--- config.mk ---
export PLATFORM = sky130hd
export DESIGN_NAME = bpm_bcd_formatter
export DESIGN_NICKNAME = d
export VERILOG_FILES = /design/src/rtl/bpm_bcd_formatter.sv
export SDC_FILE = /design/constraint.sdc
export NUM_CORES = 1
export LEC_CHECK = 0
export ABC_AREA = 1
export BUFFER_PORTS_ARGS = -buffer_cell sky130_fd_sc_hd__clkbuf_2
export CAP_MARGIN = 20
export CELL_PAD_IN_SITES_DETAIL_PLACEMENT = 0
export CELL_PAD_IN_SITES_GLOBAL_PLACEMENT = 2
export CORE_MARGIN = 5
export CORE_UTILIZATION = 34
export DETAILED_ROUTE_END_ITERATION = 10
export PLACE_DENSITY = 0.95
export SLEW_MARGIN = 40
export SYNTH_ARGS = -nofsm -noshare
export SYNTH_HDL_FRONTEND = slang
export SYNTH_SLANG_ARGS = --single-unit
--- constraint.sdc ---
create_clock -name clk -period 3.4 [get_ports clk]
set_input_delay 0.17 -clock clk [delete_from_list [all_inputs] [get_ports clk]]
set_output_delay 0.17 -clock clk [all_outputs]
set_load 0.005 [all_outputs]
--- src/rtl/bpm_bcd_formatter.sv ---
// bpm_bcd_formatter
//   Converts the metronome's binary BPM into three BCD digits and a packed
//   display word. It uses a sequential double-dabble engine that does one
//   shift-add-3 step per cycle. A conversion starts automatically whenever bpm
//   differs from the value last converted, and once after every reset.
//   Outputs are registered only in the final LOAD cycle, so they never show a
//   partially converted value.
//
// Ports
//   clk       system clock (100 MHz)
//   rst       synchronous, active-high reset
//   bpm       binary BPM from the metronome; may change on any cycle
//   disp_val  packed display word {4'd0, hundreds, tens, ones}
//   hundreds  BCD hundreds digit
//   tens      BCD tens digit
//   ones      BCD ones digit
//   blank     leading-zero blank mask {hundreds, tens, ones}; bit0 is always 0
//   busy      high while a conversion is in flight
//   update    one-cycle pulse when new digits are registered

// Add-3 correction for a single BCD scratch nibble. Each nibble is corrected
// on its own, and no carry passes between nibbles.
module bpm_bcd_adj3 (
  input  logic [3:0] nib,
  output logic [3:0] adj
);
  assign adj = (nib >= 4'd5) ? nib + 4'd3 : nib;
endmodule

module bpm_bcd_formatter #(
  parameter int BPM_W = 8,
  parameter int ITER  = 8   // shift count; must equal BPM_W
) (
  input  logic             clk,
  input  logic             rst,
  input  logic [BPM_W-1:0] bpm,
  output logic [15:0]      disp_val,
  output logic [3:0]       hundreds,
  output logic [3:0]       tens,
  output logic [3:0]       ones,
  output logic [2:0]       blank,
  output logic             busy,
  output logic             update
);

  localparam int NUM_DIG = 3;
  localparam int SCR_W   = 4 * NUM_DIG;
  localparam int CNT_W   = (ITER > 1) ? $clog2(ITER) : 1;

  typedef enum logic [1:0] {IDLE, CONVERT, LOAD} state_t;

  state_t           state;
  logic [SCR_W-1:0] scratch;
  logic [SCR_W-1:0] scratch_adj;
  logic [BPM_W-1:0] shift_reg;
  logic [BPM_W-1:0] last_bpm;
  logic [CNT_W-1:0] iter_cnt;
  logic             pending;   // forces a conversion after reset, even for bpm == 0

  // Per-digit add-3 correction, applied before each shift.
  genvar g;
  generate
    for (g = 0; g < NUM_DIG; g++) begin : g_dig
      bpm_bcd_adj3 u_adj (
        .nib (scratch[4*g +: 4]),
        .adj (scratch_adj[4*g +: 4])
      );
    end
  endgenerate

  always_ff @(posedge clk) begin
    if (rst) begin
      state     <= IDLE;
      pending   <= 1'b1;
      last_bpm  <= '0;
      shift_reg <= '0;
      scratch   <= '0;
      iter_cnt  <= '0;
      disp_val  <= 16'd0;
      hundreds  <= 4'd0;
      tens      <= 4'd0;
      ones      <= 4'd0;
      blank     <= 3'b110;
      busy      <= 1'b0;
      update    <= 1'b0;
    end else begin
      update <= 1'b0;
      case (state)
        IDLE: begin
          if (pending || (bpm != last_bpm)) begin
            shift_reg <= bpm;
            last_bpm  <= bpm;
            scratch   <= '0;
            iter_cnt  <= '0;
            pending   <= 1'b0;
            busy      <= 1'b1;
            state     <= CONVERT;
          end else begin
            busy <= 1'b0;
          end
        end

        CONVERT: begin
          // Shift the corrected scratch and the remaining binary bits left as one word.
          {scratch, shift_reg} <= {scratch_adj[SCR_W-2:0], shift_reg, 1'b0};
          iter_cnt             <= iter_cnt + CNT_W'(1);
          if (iter_cnt == CNT_W'(ITER - 1))
            state <= LOAD;
        end

        LOAD: begin
          hundreds <= scratch[11:8];
          tens     <= scratch[7:4];
          ones     <= scratch[3:0];
          disp_val <= {4'd0, scratch};
          blank    <= {(scratch[11:8] == 4'd0),
                       (scratch[11:8] == 4'd0) && (scratch[7:4] == 4'd0),
                       1'b0};
          update   <= 1'b1;
          busy     <= 1'b0;
          state    <= IDLE;
        end

        default: state <= IDLE;
      endcase
    end
  end

endmodule

==> results <==
- Setup violations remaining at the end of the flow were counted as 0.
- For this configuration, the core starts out at a cell density of 0.343.
- For this design the static power due to leakage is 0.00114 µW.
- After the first detailed-routing iteration, the DRC count stood at 84.
- The critical path contains buffers and inverters numbering 0 combined.
- STA puts the critical path data arrival time at 2050 ps.
- Adding up every negative setup slack in the final design gives 0 ps.
- Entering global routing, the biggest net connects 31 pins.
- The count of different cell masters after synthesis is 26.
- For this run, the post-layout net count is 356.
- The worst setup path is launched from a flop.
- VDD sags by at most 0.000150 V.
- The slew of the pin with the lowest slew margin is 729 ps.
- The adder-cell area share of the yosys netlist is 0.0460.
- The count of maximum capacitance violations is 0.
- The final-report max-slew violation count came to 0.
- Counting flops and latches in the post-synthesis netlist gives 50.
- Dividing the detail-routed via count by the number of cells gives 4.54.
- The share of flip-flops with an asynchronous set or reset after synthesis is 0.
- On the final layout, the worst hold slack is 161 ps.
- STA puts the critical path data required time at 3600 ps.
- The multiplexer share of the synthesized area is 0.
- The cell area after synthesis is 2450 µm².
- Internal power comes to 780 µW.
- The largest fanout on the critical path is 29.
- The area share of the largest cell type after synthesis is 0.409.
- The share of synthesized cell area in and, or, nand and nor gates is 0.206.
- Synthesis produced a netlist whose cell count is 319.
- The via count of the first global-routing pass was 1,787.
- Routability-driven placement finished with a final weighted congestion of 0.759.
- sky130_fd_sc_hd__dfxtp_1 takes more of the synthesized area than any other cell.
- Walking the worst path, the cells encountered are or2_0 > a21oi_2 > nand3_4 > nand2_4 > nand2_1 > nor2_1 > nor2_1.
- Counting the buffers created by CTS gives 5.
- The floorplan die width is 94.9 µm.
- The max-slew headroom at the worst pin is 0.513.
- The H-tree generated during clock tree synthesis spans 2 levels.
- The half-perimeter wire length after detailed placement is 3500 µm.
- After clock tree synthesis, the clock-pin slew on the worst setup and hold paths is 80 ps.
- Sorting the synthesized cells by how often they occur yields sky130_fd_sc_hd__dfxtp_1, sky130_fd_sc_hd__nand2_1, sky130_fd_sc_hd__a21oi_1.
- For this run, the register share of the synthesized area comes to 0.409.
- Setup repair after global routing left no endpoint under its margin.
- The total wirelength of the detailed-routed design is 5000 µm.
- 0 antenna diodes ended up in the layout.
- The clock latency at the later pin of the worst-skew pair is 300 ps.
- The post-synthesis compound-gate area fraction came to 0.187.
- In this design, the largest share of critical-path delay is due to simple AND/OR/NAND/NOR gates.
- The first detailed-routing pass took 5 iterations.
- Across the routed clock network, the largest skew measured is 3.58 ps.
- Power spread over the standard cell area amounts to 397 nW/µm².
- The initial antenna violation count is 0.
- The worst slack at placement is 1540 ps.
- TritonCTS built the clock tree.
- The buffer levels on the longest clock path is 2.
- Of the cells placed in the final design, the portion with a size suffix greater than 1 is 0.172.
- Compared with the post-synthesis result, the final layout area differs by 7.31%.
- The power after layout is 1040 µW.
- The slowest stage of the critical path belongs to the cell sky130_fd_sc_hd__dfxtp_1.
- The fmax is 0.540 GHz.
- In the finished design, the share of the clock period the worst path needs comes to 0.544.
- The dominant cell type by count on the critical path is sky130_fd_sc_hd__nor2_1.
- The count of final hold-check violations was 0.
- The run finished with clean final reports.
- Setup slack closes at 1550 ps.
- The xor and xnor fraction of the mapped netlist area is 0.00715.
- The I/O pin count is 43.
- The power spent charging and discharging nets is 264 µW.
- The floorplan has 31 rows.
- Dividing the detail-routed wire length by the instance count gives 11.5 µm.
- The number of setup buffers added after CTS is 0.
- The average cell area after synthesis is 7.68 µm².
- For this design, the sink count on the clock tree is 50.
- The sequential fraction of design power is 0.591.
- The number of synthesis warnings is 0.
- The nature of the critical path endpoint is a flop.
- The most frequently used cell type in the post-synthesis netlist is sky130_fd_sc_hd__dfxtp_1.
- The via total after detailed routing is 1,978.
- The power share of the clock group is 0.313.
- The die footprint is 9000 µm².
- The critical path is of the flop to flop type.
- The die height is 94.9 µm.
- The total grt overflow is 0.
- The number of flip-flops in the largest register is 12.
- The delay of the slowest critical-path stage is 320 ps.
- For this run, the total global-route usage over all layers was measured as 0.119.
- The region available for standard cell placement spans 7140 µm².
- The share of total power dissipated in combinational logic is 0.095.
- Of the total power, the share spent switching nets is 0.253.
- The main combinational cell family by area after synthesis is simple AND/OR/NAND/NOR gates.
- In this run, post-CTS hold repair placed 0 buffers.
- The DRC violation count after routing is 0.
- The main flop type after synthesis is sky130_fd_sc_hd__dfxtp_1.
- The number of enable flip-flop cells after synthesis is 0.
- In this run the remaining antenna-violating nets after routing total 0.
- The final critical-path required period is 1850 ps.
- Once the clock tree was built, the resizer swapped 0 gates to a different size.
- The port buffer count is 37.
- The cell chosen for the clock root is sky130_fd_sc_hd__clkbuf_8.
- Yosys attributes the largest share of cell area to sky130_fd_sc_hd__dfxtp_1, sky130_fd_sc_hd__a21oi_1, sky130_fd_sc_hd__o21ai_0.
- The tightest min-delay check is of the primary input to flop type.
- The first global-routing pass estimated 8430 µm of wire.
## per-stage QoR
stage,utilization,cells,area (µm²)
floorplan,-,323,2460
global placement,0.357,429,2550
detailed placement,0.357,429,2550
CTS,0.368,436,2630
global route,0.368,436,2630
finish,0.368,436,2630
## worst paths after layout
check | slack [ps] | start | depth (start not counted) | to
max | 1550 | last_bpm[4] | 7 | shift_reg[7]
min | 160 | bpm[2] | 3 | last_bpm[2]
max reg2reg | 1550 | last_bpm[4] | 7 | shift_reg[7]
min reg2reg | 460 | pending | 2 | pending
## placed cells by master, fill, tap and decap left out
| cell type | instances |
|---|---|
| sky130_fd_sc_hd__a21oi_1 | 38 |
| sky130_fd_sc_hd__a21oi_2 | 5 |
| sky130_fd_sc_hd__buf_4 | 1 |
| sky130_fd_sc_hd__clkbuf_1 | 2 |
| sky130_fd_sc_hd__clkbuf_2 | 37 |
| sky130_fd_sc_hd__clkbuf_8 | 5 |
| sky130_fd_sc_hd__conb_1 | 5 |
| sky130_fd_sc_hd__dfxtp_1 | 50 |
| sky130_fd_sc_hd__ha_1 | 9 |
| sky130_fd_sc_hd__inv_1 | 32 |
| sky130_fd_sc_hd__nand2_1 | 42 |
| sky130_fd_sc_hd__nand2_2 | 1 |
| sky130_fd_sc_hd__nand2_4 | 1 |
| sky130_fd_sc_hd__nand3_1 | 25 |
| sky130_fd_sc_hd__nand3_2 | 4 |
| sky130_fd_sc_hd__nand3_4 | 1 |
| sky130_fd_sc_hd__nand4_1 | 1 |
| sky130_fd_sc_hd__nor2_1 | 29 |
| sky130_fd_sc_hd__nor2_2 | 2 |
| sky130_fd_sc_hd__nor3_1 | 2 |
| sky130_fd_sc_hd__o211ai_1 | 1 |
| sky130_fd_sc_hd__o21ai_0 | 34 |
| sky130_fd_sc_hd__o21bai_1 | 6 |
| sky130_fd_sc_hd__or2_0 | 1 |
| sky130_fd_sc_hd__or2_2 | 1 |
| sky130_fd_sc_hd__xor2_1 | 2 |
## power by group through the flow
stage	combinational, µW	sequential (µW)	clock, µW
finish	99.6	617	327
detailed placement	101	631	0
global route	116	621	369
floorplan	93.7	629	0
CTS	101	618	347
global placement	99.9	631	0
## kinds of logic after synthesis
family | count (synthesis)
simple gates | 110
compound gates | 84
buf+inv | 63
flops | 50
fa+ha+maj | 9
xor+xnor | 2
other cells | 1
## layout make-up
type                       count  area [µm²]
inverter                      32         120
fill                         781        4510
multi-input combinational    210        1110
tap                           99         124
clock buffer                   7        76.3
sequential                    50        1000
timing repair buffer          38         193
## per-layer routing
metal | up-vias | routed length, µm | global-route usage
li1 | 1052 | - | -
met1 | 895 | 2370 | 0.146
met2 | 25 | 2330 | 0.195
met3 | 6 | 220 | 0.0367
met4 | 0 | 75 | 0.0433
met5 | - | 0 | 0
## worst reg2reg max path: stages (launching register included)
cell and delay [ps]:
sky130_fd_sc_hd__dfxtp_1 320, sky130_fd_sc_hd__or2_0 230, sky130_fd_sc_hd__a21oi_2 180, sky130_fd_sc_hd__nand3_4 160, sky130_fd_sc_hd__nand2_4 320, sky130_fd_sc_hd__nand2_1 310
sky130_fd_sc_hd__nor2_1 170, sky130_fd_sc_hd__nor2_1 60
Power figures use the tool's default switching activity.
